### src/rtl/b205_io_pkg.sv
// rtl/b205_io_pkg.sv - shared types and constants for the B205 IO loopback trainer
package b205_io_pkg;

  localparam int SAMPLE_W = 12;

  typedef logic [SAMPLE_W-1:0] sample_t;

  typedef enum logic [2:0] {
    S_IDLE   = 3'd0,
    S_FLUSH  = 3'd1,
    S_SEARCH = 3'd2,
    S_CHECK  = 3'd3,
    S_DONE   = 3'd4
  } state_t;

  // x^12 + x^11 + x^10 + x^4 + 1: feedback from state bits 11, 10, 9 and 3
  localparam sample_t LFSR_SEED = 12'h001;
  localparam sample_t LFSR_TAPS = 12'hE08;

  // One Fibonacci step: shift left, XOR of tapped bits enters at bit 0
  function automatic sample_t lfsr_next(input sample_t s);
    return {s[SAMPLE_W-2:0], ^(s & LFSR_TAPS)};
  endfunction

endpackage

### src/rtl/lfsr12.sv
// rtl/lfsr12.sv - 12-bit Fibonacci LFSR pattern source with synchronous reseed
module lfsr12
  import b205_io_pkg::*;
(
  input  logic    radio_clk,
  input  logic    reset_n,
  input  logic    en,
  input  logic    reseed,
  output sample_t lfsr_state
);

  // Reseed has priority so a new training run always starts from the seed
  always_ff @(posedge radio_clk or negedge reset_n) begin
    if (!reset_n) begin
      lfsr_state <= LFSR_SEED;
    end else if (reseed) begin
      lfsr_state <= LFSR_SEED;
    end else if (en) begin
      lfsr_state <= lfsr_next(lfsr_state);
    end
  end

endmodule

### src/rtl/b205_io_loopback_ctrl.sv
// rtl/b205_io_loopback_ctrl.sv - AD9361 digital loopback latency search and sample checker
module b205_io_loopback_ctrl
  import b205_io_pkg::*;
#(
  parameter int MAX_LAT   = 15,
  parameter int LOCK_LEN  = 8,
  parameter int CHECK_LEN = 1024
) (
  input  logic        radio_clk,
  input  logic        reset_n,
  input  logic        start,
  input  logic        abort,
  input  logic [11:0] tx_i_user,
  input  logic [11:0] tx_q_user,
  output logic [11:0] tx_i0,
  output logic [11:0] tx_q0,
  input  logic [11:0] rx_i0,
  input  logic [11:0] rx_q0,
  output logic        busy,
  output logic        done,
  output logic        pass,
  output logic [3:0]  latency,
  output logic [15:0] err_count
);

  localparam logic [3:0]  MAX_L      = 4'(MAX_LAT);
  localparam logic [15:0] FLUSH_LAST = 16'(MAX_LAT);
  localparam logic [15:0] LOCK_LAST  = 16'(LOCK_LEN - 1);
  localparam logic [15:0] CHECK_LAST = 16'(CHECK_LEN - 1);

  state_t            state;
  sample_t           lfsr_q;
  logic [14:0][11:0] hist_r;
  logic [15:0][11:0] taps;
  logic [3:0]        cand;
  logic [3:0]        sel;
  logic [15:0]       cnt;
  logic [11:0]       exp_i;
  logic              match;
  logic [15:0]       err_nxt;

  assign busy = (state != S_IDLE);
  assign done = (state == S_DONE);

  lfsr12 u_lfsr (
    .radio_clk  (radio_clk),
    .reset_n    (reset_n),
    .en         (busy),
    .reseed     (start && !abort && (state == S_IDLE)),
    .lfsr_state (lfsr_q)
  );

  // TX mux register: user samples when idle, pattern (I, ~I) while training
  always_ff @(posedge radio_clk or negedge reset_n) begin
    if (!reset_n) begin
      tx_i0 <= '0;
      tx_q0 <= '0;
    end else if (busy) begin
      tx_i0 <= lfsr_q;
      tx_q0 <= ~lfsr_q;
    end else begin
      tx_i0 <= tx_i_user;
      tx_q0 <= tx_q_user;
    end
  end

  // History of transmitted I; hist_r[k] is tx_i0 from k+1 cycles ago
  always_ff @(posedge radio_clk or negedge reset_n) begin
    if (!reset_n) begin
      hist_r <= '0;
    end else begin
      hist_r <= {hist_r[13:0], tx_i0};
    end
  end

  // Expected sample for the latency under test and the I/Q match decision
  always_comb begin
    taps    = {hist_r, tx_i0};
    sel     = (state == S_CHECK) ? latency : cand;
    exp_i   = taps[sel];
    match   = (rx_i0 == exp_i) && (rx_q0 == ~exp_i);
    err_nxt = (!match && (err_count != 16'hFFFF)) ? err_count + 16'd1 : err_count;
  end

  // Training sequencer; cnt is reused as flush, match-run and check counter
  always_ff @(posedge radio_clk or negedge reset_n) begin
    if (!reset_n) begin
      state     <= S_IDLE;
      cand      <= '0;
      cnt       <= '0;
      pass      <= 1'b0;
      latency   <= '0;
      err_count <= '0;
    end else if (abort) begin
      state <= S_IDLE;
      pass  <= 1'b0;
    end else begin
      case (state)
        S_IDLE: begin
          if (start) begin
            state     <= S_FLUSH;
            cnt       <= '0;
            pass      <= 1'b0;
            latency   <= '0;
            err_count <= '0;
          end
        end
        S_FLUSH: begin
          // Fill the whole history window with pattern before judging any candidate
          if (cnt == FLUSH_LAST) begin
            state <= S_SEARCH;
            cand  <= '0;
            cnt   <= '0;
          end else begin
            cnt <= cnt + 16'd1;
          end
        end
        S_SEARCH: begin
          if (match) begin
            if (cnt == LOCK_LAST) begin
              latency <= cand;
              cnt     <= '0;
              state   <= S_CHECK;
            end else begin
              cnt <= cnt + 16'd1;
            end
          end else begin
            cnt <= '0;
            if (cand == MAX_L) begin
              state     <= S_DONE;
              pass      <= 1'b0;
              latency   <= '0;
              err_count <= '0;
            end else begin
              cand <= cand + 4'd1;
            end
          end
        end
        S_CHECK: begin
          err_count <= err_nxt;
          if (cnt == CHECK_LAST) begin
            state <= S_DONE;
            pass  <= (err_nxt == 16'd0);
          end else begin
            cnt <= cnt + 16'd1;
          end
        end
        S_DONE: begin
          state <= S_IDLE;
        end
        default: begin
          state <= S_IDLE;
        end
      endcase
    end
  end

endmodule

### config.mk
export PLATFORM = sky130hd
export DESIGN_NAME = b205_io_loopback_ctrl
export DESIGN_NICKNAME = d
export VERILOG_FILES = /design/src/rtl/b205_io_pkg.sv /design/src/rtl/lfsr12.sv /design/src/rtl/b205_io_loopback_ctrl.sv
export SDC_FILE = /design/constraint.sdc
export NUM_CORES = 1
export LEC_CHECK = 0
export ABC_AREA = 1
export BUFFER_PORTS_ARGS = -buffer_cell sky130_fd_sc_hd__buf_2
export CAP_MARGIN = 20
export CORE_UTILIZATION = 46
export CTS_BUF_LIST = sky130_fd_sc_hd__clkbuf_16
export DETAILED_ROUTE_END_ITERATION = 6
export HOLD_SLACK_MARGIN = 0.06
export PLACE_DENSITY = 0.68
export SLEW_MARGIN = 20
export SYNTH_ARGS = -nofsm -noshare
export SYNTH_HDL_FRONTEND = slang
export SYNTH_SLANG_ARGS = --single-unit
### constraint.sdc
create_clock -name radio_clk -period 2.6 [get_ports radio_clk]
set_input_delay 0.52 -clock radio_clk [delete_from_list [all_inputs] [get_ports radio_clk]]
set_output_delay 0.52 -clock radio_clk [all_outputs]
set_load 0.01 [all_outputs]
==> metrics.txt <==
total die area 26000 µm²; antenna violations before repair 1; CTS root buf clkbuf_16; skew final 45.6 ps; min-delay src tx_q_user[7]; worst hold path type input port to flop; Initial DRC Count 1058; dpl cell area 13200 µm²; Final setup viols 44; Pleak 7.85 nW; ys flop type dfrtp_1; Post-DRT Antenna Nets 0; Post-Layout Cell Count 1929; final setup TNS -26420 ps; Crit Path Max Fanout 12; Clock Latency Late Sink 590 ps; Arr. time, crit path 3740 ps; Synth Area in Compound Gates 5.20%; syn avg cell area 8.69 µm²; post-synthesis mux area share 0.0860%; Final Cycle Share 127%; io pins 99; Reg-to-Reg Start state[2]; maximum clock path buffer count 3; most instantiated library cell after synthesis nand2_1; flops & latches, synth 260; largest family of logic cells by synthesized area simple AND/OR/NAND/NOR gates; largest net degree at the start of global routing 64; Layout Utilization 68.1%; setup ws final -690 ps; Rows 57; simple-gate area share of the yosys netlist 30.6%; Hold Vio Cnt, Final 0; synth top area cells dfrtp_1, nand2_1, nand3_1, inv_1, nor2_1; startpoint types flop; WHS Endpoint tx_q0[7]; FF-to-FF End state[1]; Synth Warn # 0; top cell type's share of synthesized area 55.7%; clk slew on worst S/H paths 60 ps; TritonCTS clock tree yes; # DRC 0; Post-DP HPWL 20.7 mm; minimum clock period after layout 3290 ps; IO Port Bufs 98; placed cells 1809; Post-Syn Area 11600 µm²; Hold Crit Depth 3; number of global-route vias before repair 10305; DIE WIDTH 161 µm; P per Cell Area 1330 nW/µm²; Die Y-Extent 161 µm; data required time of the worst path 3050 ps; CORE AREA 24600 µm²; Total GRT Usage 26.9%; register area share after synthesis 55.9%; XOR/XNOR Fraction of Synth Area 1.35%; RSZ-0062 raised after global routing yes; FMAX 304 MHz; Slew HR 54.5%; Tot Pwr 0.0223 W; Syn Nets 1395; max-slew violation count 0; worst-margin pin slew 677 ps; synthesized netlist cell count 1340; RD Place Congestion 0.929; Post-Layout Inst Area 16800 µm²; outcome complete, but fails checks; Max VDD drop 0.738 mV; share of layout cells above drive strength 1 39.0%; CP endpoint kind flop; first-pass GRT wire length 54.8 mm; drt total wl 38.5 mm; EDFF count, synth 0; failing checks negative setup slack; Avg WL per Cell 20.0 µm; via/cell ratio 5.64; ANT cells 0; fillcell total 1802; GR Overflow Total 0; Commonest cells post-synth nand2_1, dfrtp_1, nand3_1; post-synthesis adder-cell area fraction 0.322%; fin nets 1639; Max-Cap Viols 0; routed via count 10870; R2R depth 22; Setup Crit Path Kind flop to flop; clk sinks 260; Pre-antenna DRT Iters 5; initial core utilization 47.3%; Synth area leader dfrtp_1; setup slack, reg-to-reg -690 ps; cts bufs inserted 28; FFs w/ async S/R, synth 100%; H-tree depth 1; library cells used by synthesis 42; Syn-to-layout area delta 43.9%
## metrics by stage
| stage | setup slack [ps] | hold WS [ps] |
|---|---|---|
| floorplan | -146 | 224 |
| finish | -690 | 145 |
| global placement | -637 | 355 |
| global route | -925 | 137 |
| detailed placement | -658 | 358 |
| CTS | -520 | 138 |
## flip-flops by register name, summed over array words and instances (netlist names)
signal and count:
cand 4, u_lfsr.lfsr_state 12, hist_r 180, tx_i0 12, latency 4, pass 1, err_count 16, state 3
cnt 16, tx_q0 12
## cell families (layout without fill, tap and decap cells)
kind of cell / count (synthesis) / after routing
flip-flops: 260 / 260
XOR/XNOR: 18 / 18
adder cells (fa/ha/maj): 3 / 3
multiplexers: 1 / 1
AND/OR/NAND/NOR: 802 / 803
AO/OA/AOI/OAI: 91 / 91
buffers and inverters: 165 / 429
## worst max-delay path: stages, from the launching register on
cell and delay, ps:
dfrtp_2 480, inv_8 80, buf_6 100, nand4_4 210, nand2_8 250, clkbuf_16 180, nand2_1 60, nand3_1 100
nand3_2 110, nand3_4 130, nand2_4 80, nand2_1 80, nand2_1 70, nor2_2 110, nand2_1 70, nor2_2 160
nand3_4 120, buf_12 160, nand2_1 80, o211ai_1 100, nor2_2 210, nand3_1 120, o21ai_1 120
## worst max-delay path by stage
stage	slack (ps)	to	start
after floorplan	-150	cnt[10]	state[2]
after global placement	-640	state[0]	state[2]
after detailed placement	-660	pass	state[2]
after CTS	-520	cnt[0]	state[2]
after global routing	-920	pass	state[2]
final	-690	state[1]	state[2]
## layer usage
layer	up-vias	GRT usage, %	share of wire, %
met5	-	0	0
met4	0	10.1	5.0
met3	149	4.57	7.5
met2	478	42.8	48
met1	5347	36.9	40
li1	4896	-	-
## cells in the final DEF, fill, tap and decap left out, types with 30 or more instances in the layout
master	Yosys	layout
buf_2	18	97
nand3_4	0	30
inv_1	104	107
nand3_1	257	122
nand2_2	5	75
buf_4	10	92
nand3_2	10	115
nor2_1	67	50
dfrtp_1	259	256
nand2_1	416	325
clkbuf_16	0	37
## report_power, final
group | switching, W | internal (W)
combinational | 0.00686 | 0.00486
clock | 0.00173 | 0.00217
sequential | 0.00103 | 0.00568
total | 0.00962 | 0.0127
## final cells by class
cell class / count / area (µm²) / area share [%]
Clock inverter: 23 / 189 / 1.13
Sequential cell: 260 / 6510 / 38.9
Clock buffer: 28 / 701 / 4.18
Tap cell: 324 / 405 / 2.42
Inverter: 112 / 430 / 2.57
Multi-Input combinational cell: 916 / 5880 / 35.1
Timing Repair Buffer: 266 / 2630 / 15.7
## what timing repair did
action	CTS	global route
resized for setup	162	216
hold endpoints to repair	56	0
pin swaps	39	51
buffers inserted	33	10
endpoints found under the setup margin	44	44
hold buffers	1	0
cloned	14	12
Note: power is estimated with default switching activity, not from simulation.
